`src/rtl/sie_crc_pkg.sv`:
```
// Shared CRC16 constants, sequencer state encoding and the single-bit CRC step.
// Latency: n/a (package, no logic of its own).
// Backpressure: n/a.
// Contents: CRC16_POLY / CRC16_INIT / CRC16_RESIDUAL, state_e, crc16_step().
package sie_crc_pkg;

  localparam logic [15:0] CRC16_POLY     = 16'h8005;
  localparam logic [15:0] CRC16_INIT     = 16'hFFFF;
  // Remainder a receiver sees after running data plus appended CRC.
  localparam logic [15:0] CRC16_RESIDUAL = 16'h800D;

  typedef enum logic [1:0] {
    IDLE  = 2'd0,
    LOAD  = 2'd1,
    SHIFT = 2'd2,
    CRC   = 2'd3
  } state_e;

  // One bit of CRC16: feedback is the register MSB xor the incoming data bit.
  function automatic logic [15:0] crc16_step(input logic [15:0] crc, input logic d);
    logic fb;
    fb = crc[15] ^ d;
    return {crc[14:0], 1'b0} ^ (fb ? CRC16_POLY : 16'h0000);
  endfunction

endpackage

```
`src/rtl/crc16_serial_core.sv`:
```
// Bit-serial CRC16 register: reloads to INIT on init, absorbs one bit per en.
// Latency: crc reflects an absorbed bit one cycle after en.
// Backpressure: none; the caller gates en with its own handshake.
// Ports: clk, rst (sync, high), init, en, d (data bit), crc[15:0] (current remainder).
module crc16_serial_core
  import sie_crc_pkg::*;
(
  input  logic        clk,
  input  logic        rst,
  input  logic        init,
  input  logic        en,
  input  logic        d,
  output logic [15:0] crc
);

  logic [15:0] crc_q;
  logic [15:0] crc_d;

  // init wins over en so a fresh packet never inherits a stale bit.
  always_comb begin
    crc_d = crc_q;
    if (init) begin
      crc_d = CRC16_INIT;
    end else if (en) begin
      crc_d = crc16_step(crc_q, d);
    end
  end

  always_ff @(posedge clk) begin
    if (rst) begin
      crc_q <= CRC16_INIT;
    end else begin
      crc_q <= crc_d;
    end
  end

  assign crc = crc_q;

endmodule

```
`src/rtl/crc16_tx_sequencer.sv`:
```
// USB TX CRC16 sequencer: serializes payload bytes LSB-first, then the 16 inverted CRC bits.
// Latency: start -> first bit_valid in 2 cycles (LOAD, then SHIFT); 9 cycles minimum per byte.
// Backpressure: bit_ready low freezes bit_out, bit_valid and all state; tx_ready only in LOAD.
// Ports: clk/rst; start/abort control; tx_data/tx_valid/tx_last/tx_ready byte input;
//        bit_out/bit_valid/bit_ready serial output; crc_phase, busy, done, err, byte_count status.
module crc16_tx_sequencer
  import sie_crc_pkg::*;
#(
  parameter int MAX_BYTES = 1024,
  parameter int CNT_W     = 11
) (
  input  logic             clk,
  input  logic             rst,
  input  logic             start,
  input  logic             abort,
  input  logic [7:0]       tx_data,
  input  logic             tx_valid,
  input  logic             tx_last,
  output logic             tx_ready,
  output logic             bit_out,
  output logic             bit_valid,
  input  logic             bit_ready,
  output logic             crc_phase,
  output logic             busy,
  output logic             done,
  output logic             err,
  output logic [CNT_W-1:0] byte_count
);

  localparam logic [CNT_W-1:0] MAX_CNT = CNT_W'(MAX_BYTES);
  localparam logic [CNT_W-1:0] ONE_CNT = CNT_W'(1);

  state_e           state_q;
  logic [7:0]       shreg_q;
  logic             last_q;
  logic [2:0]       bit_cnt_q;
  logic [3:0]       k_q;
  logic [CNT_W-1:0] byte_count_q;
  logic             tx_ready_q;
  logic             bit_valid_q;
  logic             crc_phase_q;
  logic             busy_q;
  logic             done_q;
  logic             err_q;

  logic [15:0]      crc;
  logic             crc_init;
  logic             crc_en;

  // Only payload bits feed the CRC; during CRC the remainder is held and read out.
  assign crc_init = (state_q == IDLE) && start;
  assign crc_en   = (state_q == SHIFT) && bit_ready && !abort;

  crc16_serial_core u_crc (
    .clk  (clk),
    .rst  (rst),
    .init (crc_init),
    .en   (crc_en),
    .d    (shreg_q[0]),
    .crc  (crc)
  );

  always_ff @(posedge clk) begin
    if (rst) begin
      state_q      <= IDLE;
      shreg_q      <= 8'h00;
      last_q       <= 1'b0;
      bit_cnt_q    <= 3'd0;
      k_q          <= 4'd0;
      byte_count_q <= '0;
      tx_ready_q   <= 1'b0;
      bit_valid_q  <= 1'b0;
      crc_phase_q  <= 1'b0;
      busy_q       <= 1'b0;
      done_q       <= 1'b0;
      err_q        <= 1'b0;
    end else begin
      done_q <= 1'b0;
      err_q  <= 1'b0;
      if (abort && (state_q != IDLE)) begin
        // byte_count deliberately kept so software can see how far the packet got.
        state_q     <= IDLE;
        tx_ready_q  <= 1'b0;
        bit_valid_q <= 1'b0;
        crc_phase_q <= 1'b0;
        busy_q      <= 1'b0;
      end else begin
        case (state_q)
          IDLE: begin
            if (start) begin
              byte_count_q <= '0;
              bit_cnt_q    <= 3'd0;
              k_q          <= 4'd0;
              busy_q       <= 1'b1;
              if (tx_last && !tx_valid) begin
                // Zero-length packet: nothing to load, go straight to the CRC field.
                state_q     <= CRC;
                bit_valid_q <= 1'b1;
                crc_phase_q <= 1'b1;
              end else begin
                state_q    <= LOAD;
                tx_ready_q <= 1'b1;
              end
            end
          end
          LOAD: begin
            if (tx_valid) begin
              tx_ready_q <= 1'b0;
              if (byte_count_q == MAX_CNT) begin
                // A byte beyond the limit kills the packet before any CRC goes out.
                err_q   <= 1'b1;
                busy_q  <= 1'b0;
                state_q <= IDLE;
              end else begin
                shreg_q      <= tx_data;
                last_q       <= tx_last;
                byte_count_q <= byte_count_q + ONE_CNT;
                bit_cnt_q    <= 3'd0;
                bit_valid_q  <= 1'b1;
                state_q      <= SHIFT;
              end
            end
          end
          SHIFT: begin
            if (bit_ready) begin
              shreg_q   <= {1'b0, shreg_q[7:1]};
              bit_cnt_q <= bit_cnt_q + 3'd1;
              if (bit_cnt_q == 3'd7) begin
                if (last_q) begin
                  k_q         <= 4'd0;
                  crc_phase_q <= 1'b1;
                  state_q     <= CRC;
                end else begin
                  bit_valid_q <= 1'b0;
                  tx_ready_q  <= 1'b1;
                  state_q     <= LOAD;
                end
              end
            end
          end
          CRC: begin
            if (bit_ready) begin
              k_q <= k_q + 4'd1;
              if (k_q == 4'd15) begin
                done_q      <= 1'b1;
                bit_valid_q <= 1'b0;
                crc_phase_q <= 1'b0;
                busy_q      <= 1'b0;
                state_q     <= IDLE;
              end
            end
          end
          default: state_q <= IDLE;
        endcase
      end
    end
  end

  // bit_out is a pure mux of registers: current payload LSB or inverted remainder, MSB first.
  assign bit_out    = (state_q == SHIFT) ? shreg_q[0] :
                      (state_q == CRC)   ? ~crc[4'd15 - k_q] : 1'b0;
  assign tx_ready   = tx_ready_q;
  assign bit_valid  = bit_valid_q;
  assign crc_phase  = crc_phase_q;
  assign busy       = busy_q;
  assign done       = done_q;
  assign err        = err_q;
  assign byte_count = byte_count_q;

endmodule

```
`config.mk`:
```
export PLATFORM = sky130hd
export DESIGN_NAME = crc16_tx_sequencer
export DESIGN_NICKNAME = d
export VERILOG_FILES = /design/src/rtl/sie_crc_pkg.sv /design/src/rtl/crc16_serial_core.sv /design/src/rtl/crc16_tx_sequencer.sv
export SDC_FILE = /design/constraint.sdc
export NUM_CORES = 1
export LEC_CHECK = 0
export ABC_AREA = 1
export CAP_MARGIN = 20
export CORE_MARGIN = 5
export CORE_UTILIZATION = 45
export CTS_CLUSTER_DIAMETER = 30
export DETAILED_ROUTE_END_ITERATION = 10
export PLACE_DENSITY = 0.77
export SYNTH_ARGS = -nofsm -noshare
export SYNTH_HDL_FRONTEND = slang
export SYNTH_SLANG_ARGS = --single-unit
```
`constraint.sdc`:
```
create_clock -name clk -period 3.1 [get_ports clk]
set_input_delay 0.62 -clock clk [delete_from_list [all_inputs] [get_ports clk]]
set_output_delay 0.62 -clock clk [all_outputs]
set_load 0.01 [all_outputs]
```
; Word level (Yosys, flattened, before mapping)
; Index checks and enable logic that the tools add are counted.
[totals]
ff_bits = 51
output_inout_bits = 18
elab_cells = 134
[classes]
addsub = 4
magnitude_cmp = 1
eq_ne = 18
mux = 61
n_bitwise = 9
n_reduce_logical = 28
[ops]
columns = cell, n
row1 = two-way mux 11 bit, 3
row2 = two-way mux 1 bit, 26
row3 = two-way mux 8 bit, 3
row4 = inequality test 2 bit (second input constant), 11
row5 = case mux 11 bit (2 select lines), 1
row6 = two-way mux 4 bit, 5
row7 = two-way mux 2 bit, 9
row8 = AND reduction 6 bit, 3
row9 = two-way mux 16 bit, 1
row10 = case mux 8 bit (2 select lines), 1
row11 = bitwise XOR 16 bit, 1
row12 = AND reduction 7 bit, 2
row13 = two-way mux 3 bit, 4
row14 = case mux 4 bit (3 select lines), 1
row15 = adder 11 x 1 -> 11 bit (second input constant), 1
row16 = == test 11 bit (second input constant), 1
row17 = AND reduction 5 bit, 2
row18 = case mux 1 bit (3 select lines), 3
row19 = case mux 3 bit (3 select lines), 1
row20 = AND reduction 9 bit, 1
row21 = nonzero test 3 bit, 3
row22 = case mux 2 bit (4 select lines), 1
row23 = AND reduction 8 bit, 1
row24 = OR reduction 4 bit, 2
row25 = other kinds (19), 34

; Depth between registers and ports, before layout
[logic_depth]
word_depth = 6
mapped_depth = 12
ltp_nobuf = 12

; By module
; A second synthesis with hierarchy kept.
[hier_totals]
hier_cells = 471
area_unflattened_um2 = 3075.4
[modules_own_cells]
columns = module, instances, cells_per_inst, area_each_um2, seq_area_each_um2
row1 = crc16_tx_sequencer, 1, 390, 2353.5, 700.7
row2 = crc16_serial_core, 1, 81, 721.9, 320.3

; Worst setup path before layout
; No wires, ideal clock.
[synth_timing]
path_type = flip-flop to output port
startpoint = register state_q[0]
endpoint = output bit_out
arrival_ns = 1.182
t_required_ns = 2.480
slack_ns = 1.298
stages_incl_launch_ff = 7
path_buffers = 1
cell_sequence = dfxtp_1 -> inv_1 -> ha_1 -> clkbuf_1 -> nor2_1 -> nand3_1 -> nand2_1
[synth_via]
elab_chain_len = 3
[synth_lines]
columns = item, line
row1 = from (decl), crc16_tx_sequencer.sv:33  ; state_e state_q;
row2 = from (signal assigned), crc16_tx_sequencer.sv:65  ; state_q <= IDLE;
row3 = from (signal assigned), crc16_tx_sequencer.sv:82  ; state_q <= IDLE;
row4 = from (signal assigned), crc16_tx_sequencer.sv:97  ; state_q <= CRC;
row5 = == test 2 bit, crc16_tx_sequencer.sv:161  ; (state_q == CRC) ? ~crc[4'd15 - k_q] : 1'b0;
row6 = two-way mux 1 bit, crc16_tx_sequencer.sv:161
row7 = two-way mux 1 bit *, crc16_tx_sequencer.sv:160  ; assign bit_out = (state_q == SHIFT) ? shreg_q[0] :
row8 = to (decl), crc16_tx_sequencer.sv:20  ; output logic bit_out,
; Mark *: on every way between the ends. The rest lies on a longest branch, timed or not.

; Final worst setup path
; Same ends and word-level chain as after synthesis.

==> run summary <==
### Run status
- outcome: completed

### Setup path
- cell depth of the worst flop-to-flop path: 8
- required time of the critical path: 2.48 ns
- Critical Path Sink Type: output port
- Critical Path AT: 2.13 ns
- Reg2Reg Setup Slack: 0.95 ns
- cell with the largest stage delay on the worst path: clkdlybuf4s50_1
- cell-by-cell listing of the critical path: inv_1 > ha_1 > nor2_1 > nand3_1 > nand2_1 > clkdlybuf4s50_1
- CP Class: reg2out
- crit-path leading delay family: buffers and inverters
- Buffers & Inverters on Critical Path: 2
- critical-path maximum fanout: 16
- Largest stage delay, worst path: 0.54 ns
- cell depth of the worst setup path: 6
- Setup crit start kind: flop

### Detailed routing
- vias after detailed routing: 2775
- antenna-violating nets left: 0
- 1st-iter DRT viols: 211
- Avg Vias per Cell: 5.17
- number of remaining DRC errors: 0
- number of optimization iterations in the first detailed-route pass: 5
- final routed wire length divided by cell count: 12.1 um
- wire length after detailed routing: 6490 um

### Cells and area
- highest-count cells in the layout ignoring fill and taps: 145 x nand2_1, 52 x nor2_1, 50 x dfxtp_1
- count of filler cells inserted in the layout: 598
- most common cell after layout, fill and taps aside: nand2_1
- area occupied by multi-input gates: 1550 um2
- post-layout net count: 486
- Sequential Area: 1020 um2
- fraction of final layout cells sized beyond drive strength 1: 5.84%
- Diodes inserted: 0
- post-layout instance count excluding filler cells: 537
- area overhead of the layout relative to synthesis: 17.2%

### GRT
- pin count of the biggest net entering global routing: 17
- all-layer global routing usage: 17.6%
- vias in the first global route: 2438
- first-pass GRT wire length: 11100 um
- sum of overflow across all layers after global routing: 0
- initial antenna violation count: 0

### Hold path
- class of the worst hold path: reg2reg
- number of cells on the worst hold path: 2

### Yosys
- register area share after synthesis: 36.7%
- FF+latch count, synth: 51
- number of standard cells after synthesis: 431
- synthesized area per cell: 6.45 um2
- Yosys warning count: 0
- number of unique standard cell types used by synthesis: 31
- net count after synthesis: 456
- mapped cell area: 2780 um2

### Die
- die width: 88.6 um
- core region area: 5960 um2
- number of primary I/O pins: 33
- standard-cell row count: 28
- die outline area: 7850 um2
- Die Height: 88.6 um
- Initial Utilization: 46.7%

### Run
- maxcap violations: 0

### Timing
- Tcrit/Tclk final: 88.9%
- Hold Violations, Final: 0
- Least-Margin Pin Slew: 0.658 ns
- Max Clock Freq: 0.363 GHz
- number of pins exceeding their max-slew limit in the final report: 0
- setup skew after layout: 0.00626 ns
- fin crit period: 2.75 ns
- aggregate negative setup slack: 0 ns
- final count of negative-setup-slack endpoints: 0
- RSZ-0062 raised after global routing: false
- worst rel slew slack: 55.8%

### CTS
- Clock Root Buffer: clkbuf_8
- clock latency reported for the late side of the worst-skew pair: 0.30 ns
- H-tree depth: 2
- TritonCTS clock tree: yes
- number of clock sinks: 51
- buffer levels on the longest clock path: 2
- Setup Fix Bufs, Post-CTS: 0
- Clk pin slew, worst setup/hold paths: 0.09 ns
- number of buffers created by CTS: 5

### Place
- DP HPWL: 4770 um
- GP Congestion: 0.887
- number of placed instances with taps included: 529
- PortBufs: 32

### Pwr
- leakage: 0.00151 uW
- cell area power density: 665 nW/um2
- Worst IR Drop VDD: 0.000377 V

[worst min-delay path, delay by kind of cell, from the launching register on]
kind	cells	cell delay, ns
AOI/OAI and AO/OA	1	0.06
DFF	1	0.32
and+or+nand+nor	1	0.06
[flip-flops by register name, indices dropped and copies added (netlist names)]
| register | count |
|---|---|
| u_crc.crc | 16 |
| byte_count | 11 |
| shreg_q | 8 |
| k_q | 4 |
| bit_cnt_q | 3 |
| state_q | 2 |
| bit_valid | 1 |
| busy | 1 |
| crc_phase | 1 |
| done | 1 |
| err | 1 |
| last_q | 1 |
| tx_ready | 1 |
[Yosys cell counts (all sizes together)]
cell    instances  share of area, %
inv            43               5.8
o21ai          25               4.5
and2            1              0.23
nand2         148                20
nand3b          2              0.54
a31oi           2              0.45
nor4            1              0.23
nor3            9               2.2
buf             5              0.99
ha             10               4.5
clkinv          1              0.13
clkbuf          6              0.81
o21a            1              0.27
dfxtp          51                37
xor2            2              0.63
o211ai          5               1.3
xnor2           2              0.63
nand3          35               6.7
nor2           54               7.5
a21oi          20               3.6
nor3b           1              0.27
nand4           7               1.8
[final cells by class]
type | count | share of cell area (%)
timing repair buffer | 34 | 10.3
sequential | 51 | 31.4
inverter | 44 | 5.18
clock inverter | 1 | 0.269
clock buffer | 7 | 2.65
multi-input combinational | 325 | 47.4
tap | 75 | 2.88
[path summary, 6_finish.rpt]
path / end / start
worst max-delay path: bit_out / state_q[0]
worst min register to register: bit_cnt_q[1] / bit_cnt_q[1]
worst min-delay path: bit_cnt_q[1] / bit_cnt_q[1]
worst max register to register: k_q[1] / state_q[0]
[stage by stage]
step | setup WS, ns | hold slack, ns | cell area, um2 | power [uW] | utilization, %
after floorplan | 1.30 | 0.448 | 2780 | 1510 | -
after detailed placement | 0.551 | 0.463 | 3160 | 1760 | 53.1
after global placement | 0.634 | 0.462 | 3160 | 1740 | 53.1
final | 0.346 | 0.477 | 3260 | 2170 | 54.7
after global routing | 0.198 | 0.495 | 3260 | 2350 | 54.7
after CTS | 0.194 | 0.478 | 3260 | 2170 | 54.7
[repair_timing]
action | CTS | global route
hold buffers | 0 | 0
setup endpoints to repair | 0 | 1
resized for setup | 0 | 2
[power breakdown]
group / total (uW) / switching (uW) / leakage (uW) / internal, uW
Clock: 401 / 218 / 0.0000484 / 183
Sequential: 837 / 81.7 / 0.000416 / 755
Combinational: 929 / 593 / 0.00105 / 336
Total: 2170 / 893 / 0.00151 / 1270
[cells by family (layout without fill, tap and decap cells)]
kind of cell / after synthesis / count (layout) / synth area share, %
compound gates: 53 / 53 / 10.2
fa+ha+maj: 10 / 10 / 4.50
xor+xnor: 4 / 4 / 1.26
simple gates: 258 / 258 / 39.6
flops: 51 / 51 / 36.7
buf+inv: 55 / 86 / 7.74
[per-layer routing]
metal / vias up / track usage [%] / wire length [um]
met5: - / 0 / 0
met4: 0 / 5.91 / 110
met3: 12 / 3.35 / 522
met2: 121 / 27.3 / 2850
met1: 1206 / 24.6 / 3010
li1: 1436 / - / -
Note: power is estimated with default switching activity, not from simulation.
